## src/rtl/seg7_pkg.sv

```systemverilog
// Shared seven-segment code table (GFEDCBA, active-high) used by both the
// hex-to-segment encoder and the scan decoder, plus decoder-side types.
package seg7_pkg;

    // Index = nibble value; the leftmost entry is index 15 (F).
    localparam logic [15:0][6:0] SEG_CODE = {
        7'h71, 7'h79, 7'h5E, 7'h39, 7'h7C, 7'h77, 7'h6F, 7'h7F,
        7'h07, 7'h7D, 7'h6D, 7'h66, 7'h4F, 7'h5B, 7'h06, 7'h3F
    };
    localparam logic [6:0] SEG_BLANK = 7'h00;

    typedef enum logic [1:0] {
        ST_UNSTABLE,
        ST_SETTLING,
        ST_LOCKED
    } stab_state_t;

    typedef struct packed {
        logic       legal;
        logic       blank;
        logic [3:0] nib;
    } seg_dec_t;

    function automatic logic [6:0] seg_encode(input logic [3:0] nib);
        return SEG_CODE[nib];
    endfunction

endpackage

```

## src/rtl/seg7_scan_decoder_if.sv

```systemverilog
// Display-bus side (An/SSeg) and recovered-frame side of the scan decoder.
interface seg7_scan_decoder_if #(
    parameter int DIGITS = 4
);
    logic [DIGITS-1:0]   An;
    logic [7:0]          SSeg;
    logic [4*DIGITS-1:0] Hex;
    logic [DIGITS-1:0]   DPOut;
    logic [DIGITS-1:0]   Blank;
    logic                Err;
    logic                Valid;
    logic                Stale;

    modport master (
        output An, SSeg,
        input  Hex, DPOut, Blank, Err, Valid, Stale
    );

    modport slave (
        input  An, SSeg,
        output Hex, DPOut, Blank, Err, Valid, Stale
    );
endinterface

```

## src/rtl/seg7_decode.sv

```systemverilog
// Combinational 7-bit GFEDCBA pattern to {legal, blank, nibble}.
module seg7_decode
    import seg7_pkg::*;
(
    input  logic [6:0] i_seg,
    output seg_dec_t   o_dec
);
    logic [3:0] w_nib;
    logic       w_legal;
    logic       w_blank;

    always_comb begin
        w_nib   = 4'h0;
        w_legal = 1'b0;
        for (int i = 0; i < 16; i++) begin
            if (i_seg == SEG_CODE[i]) begin
                w_legal = 1'b1;
                w_nib   = 4'(i);
            end
        end
        w_blank = (i_seg == SEG_BLANK);
        if (w_blank) w_legal = 1'b1;
    end

    assign o_dec = '{legal: w_legal, blank: w_blank, nib: w_nib};
endmodule

```

## src/rtl/seg7_scan_decoder.sv

```systemverilog
// Recovers hex digits from a multiplexed seven-segment bus: waits for each
// digit to settle, decodes it, and publishes a frame once every digit is seen.
module seg7_scan_decoder
    import seg7_pkg::*;
#(
    parameter int DIGITS  = 4,
    parameter int SETTLE  = 3,
    parameter int TIMEOUT = 65535
) (
    input  logic               clk,
    input  logic               rst,
    seg7_scan_decoder_if.slave bus
);
    localparam int            CW       = $clog2(SETTLE + 1);
    localparam int            TW       = $clog2(TIMEOUT + 1);
    localparam logic [CW-1:0] CNT_LAST = CW'(SETTLE - 1);
    localparam logic [CW-1:0] CNT_SAT  = CW'(SETTLE);
    localparam logic [TW-1:0] IDLE_MAX = TW'(TIMEOUT);

    logic [DIGITS-1:0]      r_an_q;
    logic [7:0]             r_sseg_q;
    stab_state_t            r_state, w_state_nxt;
    logic [CW-1:0]          r_cnt, w_cnt_nxt;
    logic                   w_onehot, w_stable, w_capture, w_publish;
    seg_dec_t               w_dec;

    logic [DIGITS-1:0][3:0] r_sh_nib;
    logic [DIGITS-1:0]      r_sh_dp, r_sh_blank, r_sh_err, r_seen;
    logic [4*DIGITS-1:0]    r_hex;
    logic [DIGITS-1:0]      r_dp, r_blank;
    logic                   r_err, r_valid;
    logic [TW-1:0]          r_idle;

    always_ff @(posedge clk) begin
        if (rst) begin
            r_an_q   <= '0;
            r_sseg_q <= '0;
            r_state  <= ST_UNSTABLE;
            r_cnt    <= '0;
        end else begin
            r_an_q   <= bus.An;
            r_sseg_q <= bus.SSeg;
            r_state  <= w_state_nxt;
            r_cnt    <= w_cnt_nxt;
        end
    end

    assign w_onehot = (bus.An != '0) && ((bus.An & (bus.An - DIGITS'(1))) == '0);
    assign w_stable = w_onehot && (bus.An == r_an_q) && (bus.SSeg == r_sseg_q);

    // Capture fires only on the SETTLING->LOCKED transition, so a held digit
    // is written exactly once until the bus changes.
    always_comb begin
        w_state_nxt = r_state;
        w_cnt_nxt   = r_cnt;
        w_capture   = 1'b0;
        if (!w_stable) begin
            w_state_nxt = ST_UNSTABLE;
            w_cnt_nxt   = '0;
        end else if (r_state != ST_LOCKED) begin
            if (r_cnt == CNT_LAST) begin
                w_state_nxt = ST_LOCKED;
                w_cnt_nxt   = CNT_SAT;
                w_capture   = 1'b1;
            end else begin
                w_state_nxt = ST_SETTLING;
                w_cnt_nxt   = r_cnt + CW'(1);
            end
        end
    end

    seg7_decode u_dec (
        .i_seg (r_sseg_q[6:0]),
        .o_dec (w_dec)
    );

    assign w_publish = &r_seen;

    always_ff @(posedge clk) begin
        if (rst) begin
            r_sh_nib   <= '0;
            r_sh_dp    <= '0;
            r_sh_blank <= '0;
            r_sh_err   <= '0;
            r_seen     <= '0;
            r_hex      <= '0;
            r_dp       <= '0;
            r_blank    <= '0;
            r_err      <= 1'b0;
            r_valid    <= 1'b0;
        end else begin
            r_valid <= w_publish;
            if (w_publish) begin
                r_hex   <= r_sh_nib;
                r_dp    <= r_sh_dp;
                r_blank <= r_sh_blank;
                r_err   <= |r_sh_err;
            end
            // A capture coinciding with publish starts the next frame's mask.
            r_seen <= ({DIGITS{!w_publish}} & r_seen) | ({DIGITS{w_capture}} & r_an_q);
            for (int i = 0; i < DIGITS; i++) begin
                if (w_capture && r_an_q[i]) begin
                    r_sh_nib[i]   <= w_dec.nib;
                    r_sh_dp[i]    <= r_sseg_q[7];
                    r_sh_blank[i] <= w_dec.blank;
                    r_sh_err[i]   <= !w_dec.legal;
                end else if (w_publish) begin
                    r_sh_err[i]   <= 1'b0;
                end
            end
        end
    end

    always_ff @(posedge clk) begin
        if (rst || w_capture) r_idle <= '0;
        else if (r_idle != IDLE_MAX) r_idle <= r_idle + TW'(1);
    end

    assign bus.Hex   = r_hex;
    assign bus.DPOut = r_dp;
    assign bus.Blank = r_blank;
    assign bus.Err   = r_err;
    assign bus.Valid = r_valid;
    assign bus.Stale = (r_idle == IDLE_MAX);
endmodule
```

## src/flat_wrapper.sv

```systemverilog
// flat-port wrapper written by rule: the top's interface ports become plain ports
module seg7_scan_decoder_flat import seg7_pkg::*;
#(
    parameter int DIGITS  = 4,
    parameter int SETTLE  = 3,
    parameter int TIMEOUT = 65535
)
  (clk, rst, bus_An, bus_SSeg, bus_Hex, bus_DPOut, bus_Blank, bus_Err, bus_Valid, bus_Stale);
  seg7_scan_decoder_if #(.DIGITS(DIGITS)) bus_i ();
  input  logic clk;
  input  logic rst;
  input wire logic [$bits(bus_i.An)-1:0] bus_An;
  input wire logic [$bits(bus_i.SSeg)-1:0] bus_SSeg;
  output wire logic [$bits(bus_i.Hex)-1:0] bus_Hex;
  output wire logic [$bits(bus_i.DPOut)-1:0] bus_DPOut;
  output wire logic [$bits(bus_i.Blank)-1:0] bus_Blank;
  output wire logic [$bits(bus_i.Err)-1:0] bus_Err;
  output wire logic [$bits(bus_i.Valid)-1:0] bus_Valid;
  output wire logic [$bits(bus_i.Stale)-1:0] bus_Stale;
  assign bus_i.An = bus_An;
  assign bus_i.SSeg = bus_SSeg;
  assign bus_Hex = bus_i.Hex;
  assign bus_DPOut = bus_i.DPOut;
  assign bus_Blank = bus_i.Blank;
  assign bus_Err = bus_i.Err;
  assign bus_Valid = bus_i.Valid;
  assign bus_Stale = bus_i.Stale;
  seg7_scan_decoder #(.DIGITS(DIGITS), .SETTLE(SETTLE), .TIMEOUT(TIMEOUT)) u_core (.clk(clk), .rst(rst), .bus(bus_i));
endmodule
```

## config.mk

```make
export PLATFORM = sky130hd
export DESIGN_NAME = seg7_scan_decoder_flat
export DESIGN_NICKNAME = d
export VERILOG_FILES = /design/src/rtl/seg7_pkg.sv /design/src/rtl/seg7_scan_decoder_if.sv /design/src/rtl/seg7_decode.sv /design/src/rtl/seg7_scan_decoder.sv /design/src/flat_wrapper.sv
export SDC_FILE = /design/constraint.sdc
export NUM_CORES = 1
export LEC_CHECK = 0
export BUFFER_PORTS_ARGS = -buffer_cell sky130_fd_sc_hd__buf_2
export CAP_MARGIN = 20
export CORE_UTILIZATION = 30
export DETAILED_ROUTE_END_ITERATION = 6
export PLACE_DENSITY = 0.55
export REMOVE_ABC_BUFFERS = 1
export SYNTH_ARGS = -nofsm -noshare
export SYNTH_HDL_FRONTEND = slang
export SYNTH_HIERARCHICAL = 1
export SYNTH_SLANG_ARGS = --single-unit
```

## constraint.sdc

```tcl
create_clock -name clk -period 4.3 [get_ports clk]
set_clock_uncertainty 0.2 [all_clocks]
set_input_delay 1.29 -clock clk [delete_from_list [all_inputs] [get_ports clk]]
set_output_delay 1.29 -clock clk [all_outputs]
set_load 0.03 [all_outputs]
```

# [Word-level counts from Yosys, hierarchy flattened]
# Index checks and enable logic that the tools add are counted.
# Widths: inputs -> output; s select.
[op_classes] add_sub_neg=3 eq_ne=22 muxes=42 bitwise=5 reduce_logical=20
[ops] op="$eq 7x7->1 const B" count=12
[ops] op="$mux 4" count=14
[ops] op="$mux 1" count=26
[ops] op="$add 16x1->16 const B" count=1
[ops] op="$eq 16x16->1 const B" count=1
[ops] op="$ne 16x16->1 const B" count=1
[ops] op="$eq 7x3->1 const B" count=2
[ops] op="$eq 7x6->1 const B" count=2
[ops] op="$and 4x4->4" count=3
[ops] op="$eq 8x8->1" count=1
[ops] op="$reduce_bool 2->1" count=4
[ops] op="$logic_and 1x1->1" count=7
[ops] op="$logic_not 7->1" count=1
[ops] op="$eq 4x4->1" count=1
[ops] op="$logic_not 4->1" count=1
[ops] op="$mux 2" count=2
[ops] op="$or 4x4->4" count=1
[ops] op="$reduce_and 4->1" count=1
[ops] op="$reduce_bool 4->1" count=1
[ops] op="$reduce_or 4->1" count=1
[ops] op="$sub 4x1->4 const B" count=1
[ops] op="$add 2x1->2 const B" count=1
[ops] op="$eq 2x2->1 const B" count=1
[ops] op="$logic_not 1->1" count=2
[ops] op="other kinds (4)" count=4
[totals] register_bits=90 inputBits=14

# [Depth between registers and ports, before layout]
[logic_depth] word_depth=20 depth_mapped=8

# [Cells and area by module]
# The synthesis kept the hierarchy.
[by_module_without_submodules] module="seg7_scan_decoder" instances=1 cells_per_inst=379 area_per_inst_um2=3584.7 seq_area_each_um2=1801.7
[by_module_without_submodules] module="seg7_decode" instances=1 cells_per_inst=57 area_per_inst_um2=369.1 seq_area_each_um2=0.0

# [Worst setup path before layout]
# No wires, ideal clock.
[synth_timing] path_type="register to output" start="register u_core.r_idle[0]" end="output port bus_Stale" arrival_ns=1.469 required_time_ns=2.810 slack_ns=1.341 stages_incl_launch_ff=6 path_buffers=0 path_cell_list="dfxtp_1 -> ha_1 -> inv_1 -> nor3_2 -> nand2_1 -> inv_1"
[synth_between] elab_chain_len=1
[synth_rtl] item="from (decl)" line="seg7_scan_decoder.sv:32" rtl="logic [TW-1:0] r_idle;"
[synth_rtl] item="from (signal assigned)" line="seg7_scan_decoder.sv:116" rtl="else if (r_idle != IDLE_MAX) r_idle <= r_idle + TW'(1);"
[synth_rtl] item="$eq 16x16->1" line="seg7_scan_decoder.sv:124" rtl="assign bus.Stale = (r_idle == IDLE_MAX);"
[synth_rtl] item="to (decl)" line="flat_wrapper.sv:19" rtl="output wire logic [$bits(bus_i.Stale)-1:0] bus_Stale;"
# No other way between the ends.

# [Worst setup path in the final report]
# Ends and elaborated chain as after synthesis.

==> flow_summary_export.csv <==
group,metric,value,unit
run_status,run_status,"completed",
clock_tree,clk_pin_slew_worst_paths,0.06,ns
logic_synthesis,synth_simple_gate_area_share,27.31,%
placed_design,io_buffer_count,40,
timing,setup-tns-final,0,ns
clock_tree,postCtsSetupRepairBufs,0,
critical_path,cp_common_cell,"inv_1",
timing,timing_worst_slew_pin_value,0.8940,ns
placed_design,hpwl,5569,µm
cells_and_area,antenna_cells,0,
detailed_routing,detail_route.first_pass.iterations,4,
power,switching_share,23.11,%
timing,setup_viol,0,
detailed_routing,detail-route-antenna-nets,0,
clock_tree,clockBufferDepth,2,
global_route,globalRoute.busiestLayer,"met2",
critical_path,critical-path-max-stage-delay,0.48,ns
critical_path,cp_max_fo,9,
power,power.switching,0.0003812,W
placed_design,placement.setup.worst_slack,0.9855,ns
global_route,first_global_vias,2891,
global_route,globalRouteMet3Util,3.090,%
critical_path,arrival,2.16,ns
clock_tree,cts_hold_buf,0,
clock_tree,post_cts_resize_count,0,
floorplan,fp.coreArea,0.01272,mm²
global_route,grt_use_total,13.00,%
detailed_routing,remaining_drc_errors,0,
power,internal-power,0.001268,W
critical_path,timing.critical_path.cells,"ha_1, inv_1, nor3_2, nand2_1, inv_1, buf_2",
global_route,antenna_found_initial,0,
logic_synthesis,synthesized_instance_count,436,
clock_tree,htree_levels,3,
logic_synthesis,synth-adder-area-share,0.6329,%
cells_and_area,drive_gt1_share,14.89,%
timing,maxClockFrequency,274.0,MHz
power,cellPowerDensity,362.5,mW/mm²
global_route,first_pass_grt_wire_length,13740,µm
power,p_seq_share,52.2,%
global_route,grtUsageMet2,20.28,%
floorplan,fp.dieArea,0.01364,mm²
logic_synthesis,synth_seq_area_share,45.57,%
logic_synthesis,synthesis.yosys.warnings,6,
logic_synthesis,synth_top_flop_cell,"dfxtp_1",
detailed_routing,drt-initial-drc-count,131,
floorplan,ioPinCount,41,
clock_tree,number_of_buffers_created_by_cts,9,
cells_and_area,finish.net_count,481,
timing,rsz0062_at_grt,"false",
timing,finalCriticalPeriod,3.650,ns
clock_tree,latest_clock_arrival_within_the_worst_skew_pair,0.34,ns
logic_synthesis,synth_top_family_by_area,"simple AND/OR/NAND/NOR gates",
clock_tree,cts.sinks,90,
critical_path,crit_slowest_cell,"nor3_2",
detailed_routing,via_count,2998,
power,power_frac_comb,4.1,%
timing,finalWorstSetupSlack,0.6503,ns
worst_hold_path,hold_start,"u_core/bus.Blank[0]$_SDFFE_PP0P_",
critical_path,worst_ep_required,2.81,ns
run,timing.max_cap.violations,0,
timing,hold_ws,0.2504,ns
cells_and_area,regArea,0.001802,mm²
critical_path,cp-end-kind,"output pin",
logic_synthesis,synth_compound_area_share,10.76,%
power,power_leakage,1.803,nW
global_route,gr-usage-met1,17.00,%
clock_tree,cts_root_buf,"clkbuf_16",
logic_synthesis,syn_area,0.003954,mm²
timing,final.period_utilization,84.88,%
power,clock_power_share,43.7,%
worst_hold_path,path_category_of_the_worst_min_delay_check,"reg -> reg",
timing,relSlewSlack,40.40,%
logic_synthesis,synth_cell_types,49,
global_route,pin_count_of_the_biggest_net_entering_global_routing,43,
critical_path,r2r-start,"u_core/r_sseg_q[2]$_SDFF_PP0_",
critical_path,worst_r2r_path_depth,5,
critical_path,startpoint,"u_core/r_idle[0]$_SDFFE_PP0N_",
detailed_routing,routed_via_density,4.670,
logic_synthesis,yosys_register_bits,90,
power,peakVddDrop,0.1382,mV
detailed_routing,wirelength,8010,µm
logic_synthesis,postSynthAreaPerCell,9.068,µm²
cells_and_area,multiInputGateArea,0.002006,mm²
floorplan,rows,41,
critical_path,worst_setup_path_start_kind,"register",
clock_tree,tritoncts,"built",
detailed_routing,routedWlPerCell,12.48,µm
floorplan,chipWidth,116.8,µm
cells_and_area,fillerInstances,1358,
logic_synthesis,synth.area.mux_share,7.595,%
logic_synthesis,async_reset_ff_share,0,%
cells_and_area,flow.area_growth_from_synthesis,15.06,%
placed_design,gp_congestion,0.7603,
floorplan,initial_core_util,31.08,%
logic_synthesis,synth_xor_area_share,4.430,%
logic_synthesis,synth_enable_flop_cells,0,
worst_hold_path,worstHoldPathCells,2,
timing,finalMaxSlewViolations,0,
floorplan,die_h,116.8,µm
critical_path,critical_path_class,"reg -> out",
global_route,globalRouteOverflowTotal,0,
timing,finalHoldViolCount,0,
cell usage in the layout (no fill, tap or decap), drive strengths merged, types with 2 or more instances in the layout:
| master | synthesis | routed |
|---|---|---|
| nor2 | 21 | 21 |
| o311ai | 2 | 2 |
| or3 | 3 | 3 |
| o22ai | 2 | 2 |
| o21ai | 6 | 6 |
| o41ai | 2 | 2 |
| xnor2 | 9 | 9 |
| nor2b | 13 | 13 |
| mux2i | 30 | 30 |
| nor4 | 5 | 5 |
| clkinvlp | 0 | 2 |
| nand2b | 34 | 34 |
| o211ai | 2 | 2 |
| or4b | 2 | 2 |
| or4 | 2 | 2 |
| ha | 2 | 2 |
| nand3b | 6 | 6 |
| a21oi | 41 | 41 |
| a21boi | 2 | 2 |
| nand4 | 12 | 12 |
| inv | 8 | 8 |
| nand2 | 66 | 66 |
| nand3 | 11 | 11 |
| and4 | 2 | 2 |
| clkbuf | 16 | 11 |
| a311oi | 2 | 2 |
| clkinv | 0 | 3 |
| dfxtp | 90 | 90 |
| nor3 | 9 | 9 |
| a211oi | 7 | 7 |
| xor2 | 11 | 11 |
| and3 | 3 | 3 |
| buf | 9 | 43 |
power groups by stage:
stage / Combinational [W] / Sequential, W / Clock (W)
floorplan: 0.0000421 / 0.000875 / 0
global placement: 0.0000671 / 0.000880 / 0
detailed placement: 0.0000680 / 0.000880 / 0
CTS: 0.0000682 / 0.000861 / 0.000748
global route: 0.0000757 / 0.000863 / 0.000783
finish: 0.0000670 / 0.000861 / 0.000721
cell usage after synthesis, types with 5 or more instances:
library cell,instances,area (µm²)
xor2_1,11,96.34
nand2b_1,34,212.7
buf_2,5,25.02
xnor2_1,9,78.83
nand2_1,66,247.7
mux2i_1,30,300.3
nand3_1,11,55.05
nor3_1,7,35.03
a211oi_1,7,52.55
nand3b_1,6,45.04
nor2b_1,13,81.33
nor2_1,21,78.83
a21oi_1,41,205.2
dfxtp_1,90,1802
inv_1,7,26.28
nand4_1,8,50.05
clkbuf_1,15,56.30
worst paths after layout:
path         slack [ns]                                to
max                0.65                         bus_Stale
min                0.25  u_core/bus.Blank[0]$_SDFFE_PP0P_
max reg2reg        1.82   u_core/r_sh_nib[0]$_SDFFE_PP0P_
min reg2reg        0.25  u_core/bus.Blank[0]$_SDFFE_PP0P_
metal layers:
layer | part of all wire, % | routed length (µm) | up-vias
li1 | - | - | 1565
met1 | 50 | 4001 | 1366
met2 | 44 | 3502 | 57
met3 | 4.5 | 359 | 10
met4 | 1.8 | 146 | 0
met5 | 0 | 0 | -
critical path: cells and delay by family, from the launching register on:
| family | cells | cell delay [ns] |
|---|---|---|
| buffers and inverters | 3 | 0.51 |
| and+or+nand+nor | 2 | 0.69 |
| adders and majority gates | 1 | 0.24 |
| DFF | 1 | 0.39 |
stage by stage:
stage	cells	power (W)	util, %	cell area (µm²)
global placement	626	0.0009467	33.61	4275
CTS	642	0.001677	35.76	4549
global route	642	0.001722	35.76	4549
floorplan	411	0.0009168	-	3837
detailed placement	626	0.0009478	33.61	4275
finish	642	0.001649	35.76	4549
layout make-up:
class,instances,share of cell area (%)
clock buffers,11,5.116
clock inverters,5,0.9076
repair buffers,43,4.896
well taps,172,4.730
multi-input cells,313,44.09
inverters,8,0.6601
flip-flops and latches,90,39.60
cell families after synthesis:
family                   count (synthesis)
AND/OR/NAND/NOR                        191
flip-flops                              90
adder cells (fa/ha/maj)                  2
XOR/XNOR                                20
multiplexers                            30
buffers and inverters                   33
AO/OA/AOI/OAI                           70
state kept, by name, summed over array words and instances (netlist names), 8 cells and up:
signal           count
u_core/bus.Hex      16
u_core/r_idle       16
u_core/r_sseg_q      8
u_core/r_sh_nib     16
No activity file was read; power rests on OpenSTA's default activity.
